### src/rtl/stage4_message_assemble_if.sv
// Word-serial feed in, assembled message plus status out, for one message lane.
interface stage4_message_assemble_if #(
  parameter int unsigned MSG_BITS = 512,
  parameter int unsigned DATA_W   = 64,
  parameter int unsigned CTRL_W   = 4
);
  logic                in_valid;
  logic                in_sop;
  logic                in_eop;
  logic [DATA_W-1:0]   in_data;
  logic [MSG_BITS-1:0] message;
  logic                message_en;
  logic [CTRL_W-1:0]   message_mux_control;
  logic                err_pulse;
  logic [15:0]         drop_cnt;

  modport master (
    output in_valid, in_sop, in_eop, in_data,
    input  message, message_en, message_mux_control, err_pulse, drop_cnt
  );

  modport slave (
    input  in_valid, in_sop, in_eop, in_data,
    output message, message_en, message_mux_control, err_pulse, drop_cnt
  );
endinterface

### src/rtl/stage4_message_assemble.sv
// Per-lane message assembler: stages a word-serial message, classifies it by its
// first byte and strobes it out whole; malformed messages are counted and dropped.
module stage4_message_assemble #(
  parameter int unsigned       MSG_BITS = 512,
  parameter int unsigned       DATA_W   = 64,
  parameter int unsigned       CTRL_W   = 4,
  parameter logic [7:0]        TYPE_Q   = 8'h57,
  parameter logic [7:0]        TYPE_T   = 8'h54,
  parameter logic [CTRL_W-1:0] MUX_Q    = CTRL_W'(1),
  parameter logic [CTRL_W-1:0] MUX_T    = CTRL_W'(2),
  parameter logic [CTRL_W-1:0] MUX_NONE = CTRL_W'(0)
) (
  input  logic                     clk,
  input  logic                     rst,
  stage4_message_assemble_if.slave bus
);

  localparam int unsigned WORDS = MSG_BITS / DATA_W;
  localparam int unsigned IDX_W = $clog2(WORDS + 1);

  typedef enum logic [1:0] {IDLE, COLLECT, DROP} state_e;

  state_e              state_q;
  logic [IDX_W-1:0]    idx_q;
  logic [7:0]          type_q;
  logic [MSG_BITS-1:0] buf_q;
  logic [MSG_BITS-1:0] message_q;
  logic [CTRL_W-1:0]   ctrl_q;
  logic                en_q;
  logic                err_q;
  logic [15:0]         cnt_q;

  logic                start;
  logic                cont;
  logic                room;
  logic                wr_en;
  logic [IDX_W-1:0]    wr_idx;
  logic                emit;
  logic                discard;
  logic [7:0]          type_d;
  logic [MSG_BITS-1:0] buf_d;
  logic [CTRL_W-1:0]   ctrl_d;

  // Staging-buffer update and event decode for the word on the bus this cycle.
  always_comb begin
    start   = bus.in_valid && bus.in_sop;
    cont    = bus.in_valid && !bus.in_sop && (state_q == COLLECT);
    room    = (idx_q < IDX_W'(WORDS));
    wr_en   = start || (cont && room);
    wr_idx  = start ? '0 : idx_q;
    emit    = wr_en && bus.in_eop;
    discard = (start && (state_q == COLLECT)) || (cont && !room);
    type_d  = start ? bus.in_data[DATA_W-1 -: 8] : type_q;
    buf_d   = start ? '0 : buf_q;
    for (int unsigned k = 0; k < WORDS; k++) begin
      if (wr_en && (wr_idx == IDX_W'(k))) begin
        buf_d[MSG_BITS-1-k*DATA_W -: DATA_W] = bus.in_data;
      end
    end
    if (type_d == TYPE_Q)      ctrl_d = MUX_Q;
    else if (type_d == TYPE_T) ctrl_d = MUX_T;
    else                       ctrl_d = MUX_NONE;
  end

  always_ff @(posedge clk) begin
    if (rst) begin
      state_q   <= IDLE;
      idx_q     <= '0;
      type_q    <= '0;
      buf_q     <= '0;
      message_q <= '0;
      ctrl_q    <= MUX_NONE;
      en_q      <= 1'b0;
      err_q     <= 1'b0;
      cnt_q     <= '0;
    end else begin
      en_q  <= emit;
      err_q <= discard;
      if (discard && (cnt_q != 16'hFFFF)) cnt_q <= cnt_q + 16'd1;
      if (emit) begin
        message_q <= buf_d;
        ctrl_q    <= ctrl_d;
      end
      if (wr_en) begin
        buf_q  <= buf_d;
        type_q <= type_d;
      end
      // sop restarts from any state; a discard of a partial is flagged above.
      if (start) begin
        idx_q   <= IDX_W'(1);
        state_q <= bus.in_eop ? IDLE : COLLECT;
      end else if (bus.in_valid) begin
        case (state_q)
          COLLECT: begin
            if (room) begin
              idx_q <= idx_q + IDX_W'(1);
              if (bus.in_eop) state_q <= IDLE;
            end else begin
              state_q <= bus.in_eop ? IDLE : DROP;
            end
          end
          DROP:    if (bus.in_eop) state_q <= IDLE;
          default: ;
        endcase
      end
    end
  end

  assign bus.message             = message_q;
  assign bus.message_en          = en_q;
  assign bus.message_mux_control = ctrl_q;
  assign bus.err_pulse           = err_q;
  assign bus.drop_cnt            = cnt_q;

endmodule

### src/flat_wrapper.sv
// flat-port wrapper written by rule: the top's interface ports become plain ports
module stage4_message_assemble_flat 
#(
  parameter int unsigned       MSG_BITS = 512,
  parameter int unsigned       DATA_W   = 64,
  parameter int unsigned       CTRL_W   = 4,
  parameter logic [7:0]        TYPE_Q   = 8'h57,
  parameter logic [7:0]        TYPE_T   = 8'h54,
  parameter logic [CTRL_W-1:0] MUX_Q    = CTRL_W'(1),
  parameter logic [CTRL_W-1:0] MUX_T    = CTRL_W'(2),
  parameter logic [CTRL_W-1:0] MUX_NONE = CTRL_W'(0)
)
  (clk, rst, bus_in_valid, bus_in_sop, bus_in_eop, bus_in_data, bus_message, bus_message_en, bus_message_mux_control, bus_err_pulse, bus_drop_cnt);
  stage4_message_assemble_if #(.MSG_BITS(MSG_BITS), .DATA_W(DATA_W), .CTRL_W(CTRL_W)) bus_i ();
  input  logic clk;
  input  logic rst;
  input wire logic [$bits(bus_i.in_valid)-1:0] bus_in_valid;
  input wire logic [$bits(bus_i.in_sop)-1:0] bus_in_sop;
  input wire logic [$bits(bus_i.in_eop)-1:0] bus_in_eop;
  input wire logic [$bits(bus_i.in_data)-1:0] bus_in_data;
  output wire logic [$bits(bus_i.message)-1:0] bus_message;
  output wire logic [$bits(bus_i.message_en)-1:0] bus_message_en;
  output wire logic [$bits(bus_i.message_mux_control)-1:0] bus_message_mux_control;
  output wire logic [$bits(bus_i.err_pulse)-1:0] bus_err_pulse;
  output wire logic [$bits(bus_i.drop_cnt)-1:0] bus_drop_cnt;
  assign bus_i.in_valid = bus_in_valid;
  assign bus_i.in_sop = bus_in_sop;
  assign bus_i.in_eop = bus_in_eop;
  assign bus_i.in_data = bus_in_data;
  assign bus_message = bus_i.message;
  assign bus_message_en = bus_i.message_en;
  assign bus_message_mux_control = bus_i.message_mux_control;
  assign bus_err_pulse = bus_i.err_pulse;
  assign bus_drop_cnt = bus_i.drop_cnt;
  stage4_message_assemble #(.MSG_BITS(MSG_BITS), .DATA_W(DATA_W), .CTRL_W(CTRL_W), .TYPE_Q(TYPE_Q), .TYPE_T(TYPE_T), .MUX_Q(MUX_Q), .MUX_T(MUX_T), .MUX_NONE(MUX_NONE)) u_core (.clk(clk), .rst(rst), .bus(bus_i));
endmodule
### config.mk
export PLATFORM = sky130hd
export DESIGN_NAME = stage4_message_assemble_flat
export DESIGN_NICKNAME = d
export VERILOG_FILES = /design/src/rtl/stage4_message_assemble_if.sv /design/src/rtl/stage4_message_assemble.sv /design/src/flat_wrapper.sv
export SDC_FILE = /design/constraint.sdc
export NUM_CORES = 2
export LEC_CHECK = 0
export CAP_MARGIN = 10
export CORE_MARGIN = 5
export CORE_UTILIZATION = 58
export DETAILED_ROUTE_END_ITERATION = 7
export PLACE_DENSITY = 0.87
export RECOVER_POWER = 25
export SETUP_SLACK_MARGIN = 0.4
export SYNTH_ARGS = -nofsm -noshare
export SYNTH_HDL_FRONTEND = slang
export SYNTH_SLANG_ARGS = --single-unit
### constraint.sdc
create_clock -name clk -period 4.4 [get_ports clk]
set_input_delay 0.44 -clock clk [delete_from_list [all_inputs] [get_ports clk]]
set_output_delay 0.44 -clock clk [all_outputs]
set_load 0.03 [all_outputs]
After elaboration in Yosys (flattened, before gate mapping)

Index checks and enable logic that the tools add are counted.

Output and inout bits: 534
Input port bits: 69
Logic and storage cells: 78
Register bits: 1060

Mux-type cells: 24
Reduce and logical (&&, ||, !) cells: 29
$lt $le $gt $ge: 1
$add $sub $neg: 2
Equality and inequality tests: 12

Operators with widths:

| operator                                            | count |
|---|---|
| 2-to-1 mux 512 bit                                  | 1 |
| 2-to-1 mux 64 bit                                   | 8 |
| adder 16 x 1 -> 16 bit, second input constant       | 1 |
| equality test 4 x 3 -> 1 bit, second input constant | 4 |
| equality test 8 x 7 -> 1 bit, second input constant | 2 |
| logical AND 1 bit                                   | 16 |
| != test 16 bit, second input constant               | 1 |
| 2-to-1 mux 2 bit                                    | 6 |
| equality test 4 x 2 -> 1 bit, second input constant | 2 |
| 2-to-1 mux 4 bit                                    | 2 |
| 2-to-1 mux 8 bit                                    | 1 |
| AND reduction 3 bit                                 | 2 |
| nonzero test 2 bit                                  | 3 |
| 2-to-1 mux 1 bit                                    | 5 |
| adder 4 x 1 -> 4 bit, second input constant         | 1 |
| equality test 4 x 1 -> 1 bit, second input constant | 1 |
| zero test 4 bit                                     | 1 |
| < comparator 4 bit, second input constant           | 1 |
| case mux 2 bit (2 select lines)                     | 1 |
| nonzero test 3 bit                                  | 1 |
| equality test 2 x 1 -> 1 bit, second input constant | 1 |
| equality test 2 bit, second input constant          | 1 |
| zero test 1 bit                                     | 2 |
| logical OR 1 bit                                    | 2 |
| other kinds (2)                                     | 2 |

Logic depth before layout (Yosys ltp)

Word-level depth: 7
Mapped depth: 10

Worst setup path before layout

No wires, ideal clock.

Path kind: reg-to-reg
From: register u_core.cnt_q[1] (netlist: u_core.bus.drop_cnt[1])
To: register u_core.cnt_q[14] (netlist: u_core.bus.drop_cnt[14])
Clock period less this slack: 2.016 ns
Data arrival time: 1.946 ns
Data required time: 4.330 ns
Setup slack: 2.384 ns
Stages on the path, launching flop included: 6
Path through: dfxtp_1 -> ha_1 -> nand3_1 -> or3_1 -> or4_1 -> a21oi_1

Longest elaborated chain between the ends: 2
Elaborated cells between the ends (all ways): 3

Ends and longest elaborated chain:

| item                                                           | RTL line                      | RTL |
|---|---|---|
| start: declaration                                             | stage4_message_assemble.sv:31 | `logic [15:0] cnt_q;` |
| start signal: assignment                                       | stage4_message_assemble.sv:79 | `if (discard && (cnt_q != 16'hFFFF)) cnt_q <= cnt_q + 16'd1;` |
| branches (longest 2 deep; another with adder 16 x 1 -> 16 bit) | -                             |  |

Parallel ways; which one is timed is not known.
A chain may end at the register's enable or synchronous reset.

Final worst setup path

From: input port bus_in_valid
To: register u_core.message_q[222] (netlist: u_core.bus.message[222])

Longest elaborated chain between the ends: 6
Elaborated cells between the ends (all ways): 11

Ends and longest elaborated chain:

| item                                                      | RTL line                      | RTL |
|---|---|---|
| start: declaration                                        | flat_wrapper.sv:17            | `input wire logic [$bits(bus_i.in_valid)-1:0] bus_in_valid;` |
| branches (longest 6 deep; another with 2-to-1 mux 64 bit) | -                             |  |
| end signal: assignment                                    | stage4_message_assemble.sv:81 | `message_q <= buf_d;` |
| end: declaration                                          | stage4_message_assemble.sv:27 | `logic [MSG_BITS-1:0] message_q;` |

Parallel ways; which one is timed is not known.

==> flow_summary_export.csv <==
group,metric,value,unit
synthesis,synth_edf_count,0,
clock_tree,cts.htree.levels,3,
synthesis,netlist_area,38500,um^2
power,seqPwrFrac,47.6,%
placed_design,place_inst,5333,
detailed_routing,drc,0,
clock_tree,cts_buffer_depth,3,
sta,slew_headroom,-49.4,%
detailed_routing,drtAntennaViolNets,0,
cells_and_area,fill_cells,4552,
die,ios,603,
clock_tree,ctsResizeCount,0,
worst_setup_path,cp.required,4900,ps
grt,grt_pass1_vias,33000,
clock_tree,numCtsBuffers,102,
detailed_routing,drt_wl_total,134,mm
sta,skew,23.6,ps
detailed_routing,wl_met3,17.4,mm
worst_setup_path,crit_arrival,3930,ps
die,rows,94,
synthesis,ys_seq_area_share,55.0,%
power,power,21.1,mW
die,core,65900,um^2
sta,final_max_slew_viol_count,49,
sta,tightestPinTransition,2240,ps
power,comb_power_share,9.8,%
clock_tree,cts-root-buf,"clkbuf_16",
clock_tree,clkLatencyLatePin,660,ps
job,maxCapViolations,1,
detailed_routing,wl_met1,49.9,mm
clock_tree,cts_sinks,1058,
detailed_routing,wl_per_cell,24.3,um
placed_design,portBuffers,600,
clock_tree,cts_tree,"built",
grt,grt_pass1_wl,200,mm
power,pwr-share-clk,42.6,%
clock_tree,hold_buffers,0,
detailed_routing,routed-via-count,35700,
cells_and_area,final_cell_mix,"1055 x dfxtp_1, 774 x nor2_1, 377 x dlygate4sd3_1",
worst_setup_path,path_max_fanout,83,
power,ir_worst_vdd,0.386,mV
grt,antenna_found_initial,11,
die,start_util,58.5,%
grt,grt_usage,35.3,%
sta,rsz0062_at_grt,"no",
worst_setup_path,start_kind,"input pin",
die,die_h,268,um
power,p_leak,17.3,nW
power,internal_power,15.7,mW
power,power_density,438,nW/um^2
worst_setup_path,worstSetupPathType,"input pin to flop",
detailed_routing,dr.pass1.iters,6,
synthesis,synth_cell_types,54,
sta,final.setup.tns,0,ps
synthesis,yosysWarnings,0,
synthesis,syn_area_per_cell,9.05,um^2
die,die_w,268,um
synthesis,ys_seq_elements,1058,
worst_setup_path,cp-end-kind,"flop",
power,p_sw,5.36,mW
cells_and_area,layout-drive-gt1-share,5.79,%
power,sw_frac_of_total,25.5,%
hold_path,hp-class,"input pin to flop",
placed_design,place_ws,1070,ps
cells_and_area,layout_commonest_cell,"dfxtp_1",
placed_design,place_hpwl,83.1,mm
cells_and_area,area_growth,24.8,%
sta,hold_violations,0,
cells_and_area,final_nets,4646,
sta,setup_viol,0,
grt,grt_remaining_overflow,0,
detailed_routing,viasPerCell,6.47,
clock_tree,post_cts_buffers,0,
sta,max_freq,291,MHz
synthesis,synthCells,4255,
synthesis,synth-main-ff-cell,"dfxtp_1",
run_status,violations,"capacitance limit, slew limit",
detailed_routing,drt-initial-drc-count,4559,
cells_and_area,fin_cells,5516,
placed_design,gp_congestion,0.905,
grt,grt_max_degree,217,
detailed_routing,dr.max_layer_used,"met5",
run_status,status,"complete, but fails checks",
sta,period_needed,3440,ps
die,dieArea,71600,um^2
sta,min_period_over_period,78.1,%
clock_tree,cts.reportedPaths.clkPinSlew,60,ps
sta,setup_ws,964,ps
synthesis,synthArstFlopShare,0,%
detailed_routing,wl_met2,58.4,mm
-- cells by family (layout without fill, tap and decap cells) --
logic type | count (synthesis) | after routing | share of synthesized area (%)
simple gates | 1577 | 1577 | 17.8
other cells | 1 | 6 | 0.00974
fa+ha+maj | 4 | 4 | 0.130
mux | 4 | 4 | 0.110
compound gates | 1140 | 1140 | 21.7
buf+inv | 469 | 861 | 5.21
xor+xnor | 2 | 2 | 0.0455
flops | 1058 | 1058 | 55.0
-- path summary, 6_finish.rpt --
path | to | from | slack (ps) | depth (start not counted)
min reg2reg | u_core.buf_q[503]$_SDFFE_PP0P_ | u_core.buf_q[503]$_SDFFE_PP0P_ | 450 | 2
max | u_core.bus.message[222]$_SDFFE_PP0P_ | bus_in_valid | 960 | 5
min | u_core.buf_q[51]$_SDFFE_PP0P_ | rst | 270 | 2
max reg2reg | u_core.bus.message[105]$_SDFFE_PP0P_ | u_core.idx_q[0]$_SDFFE_PP0P_ | 1370 | 6
-- power by group through the flow --
stage,Sequential [mW],Clock (mW),Combinational [mW]
finish,10.0,8.97,2.06
global route,10.0,9.41,2.15
CTS,10.0,8.99,2.10
detailed placement,10.2,0,2.08
global placement,10.2,0,2.05
floorplan,10.6,0,0.722
-- flip-flops by register name, summed over array words and instances (netlist names) --
| signal | cells |
|---|---|
| u_core.buf_q | 512 |
| u_core.bus.message | 512 |
| u_core.bus.drop_cnt | 16 |
| u_core.type_q | 8 |
| u_core.idx_q | 4 |
| u_core.bus.message_mux_control | 2 |
| u_core.state_q | 2 |
| u_core.bus.err_pulse | 1 |
| u_core.bus.message_en | 1 |
-- area by class of cell --
class	count	area (um^2)	area share (%)
Sequential cell	1058	21200	44.1
Multi-Input combinational cell	2729	15400	32.1
Timing Repair Buffer	677	6870	14.3
Clock buffer	149	3050	6.35
Tap cell	864	1080	2.25
Clock inverter	30	403	0.838
Inverter	5	20.0	0.0416
Antenna cell	4	10.0	0.0208
-- Yosys cell counts (3+ instances only) --
library cell  number  share of area, %
nand3_1          209               2.7
or4_1              5             0.097
a221o_1           64               1.7
o311a_1           73               1.9
nor2b_1            5             0.081
nand2b_1           5             0.081
buf_2            102               1.3
nor3_1           125               1.6
inv_1              5             0.049
nor4_1             4             0.065
clkbuf_1         299               2.9
o31ai_1            5             0.097
nor2_2             3             0.049
buf_1             45              0.44
buf_6             14              0.41
and3_1             7              0.11
or3_1              7              0.11
a21oi_1          293               3.8
o21ai_0            5             0.065
and2_1           122               2.0
a311oi_1         138               3.1
nor2_1           774               7.5
nand4_1            4             0.065
a31oi_1          120               1.9
buf_4              4             0.078
a211oi_1         312               6.1
ha_1               4              0.13
a32oi_1          121               2.8
nand2_1          288               2.8
nor3_2             3             0.078
dfxtp_1         1058                55
-- per-layer routing --
metal | up-vias | global-route usage [%]
met5 | - | 0
met4 | 6 | 19.1
met3 | 438 | 12.3
met2 | 2215 | 52.7
met1 | 17000 | 45.3
li1 | 16000 | -
-- through the flow --
stage	area [um^2]	hold WS, ps	utilization (%)
after floorplan	38500	427	-
after global placement	44600	433	67.7
after detailed placement	44600	439	67.7
after CTS	48100	234	73.0
after global routing	48100	277	73.0
final	48100	269	73.0
-- worst max-delay path, cell delays in order --
cell           delay (ps)
dlygate4sd3_1         760
nand2_1              1350
buf_12                720
a32oi_1               460
a211oi_1              140
Note: power is estimated with default switching activity, not from simulation.
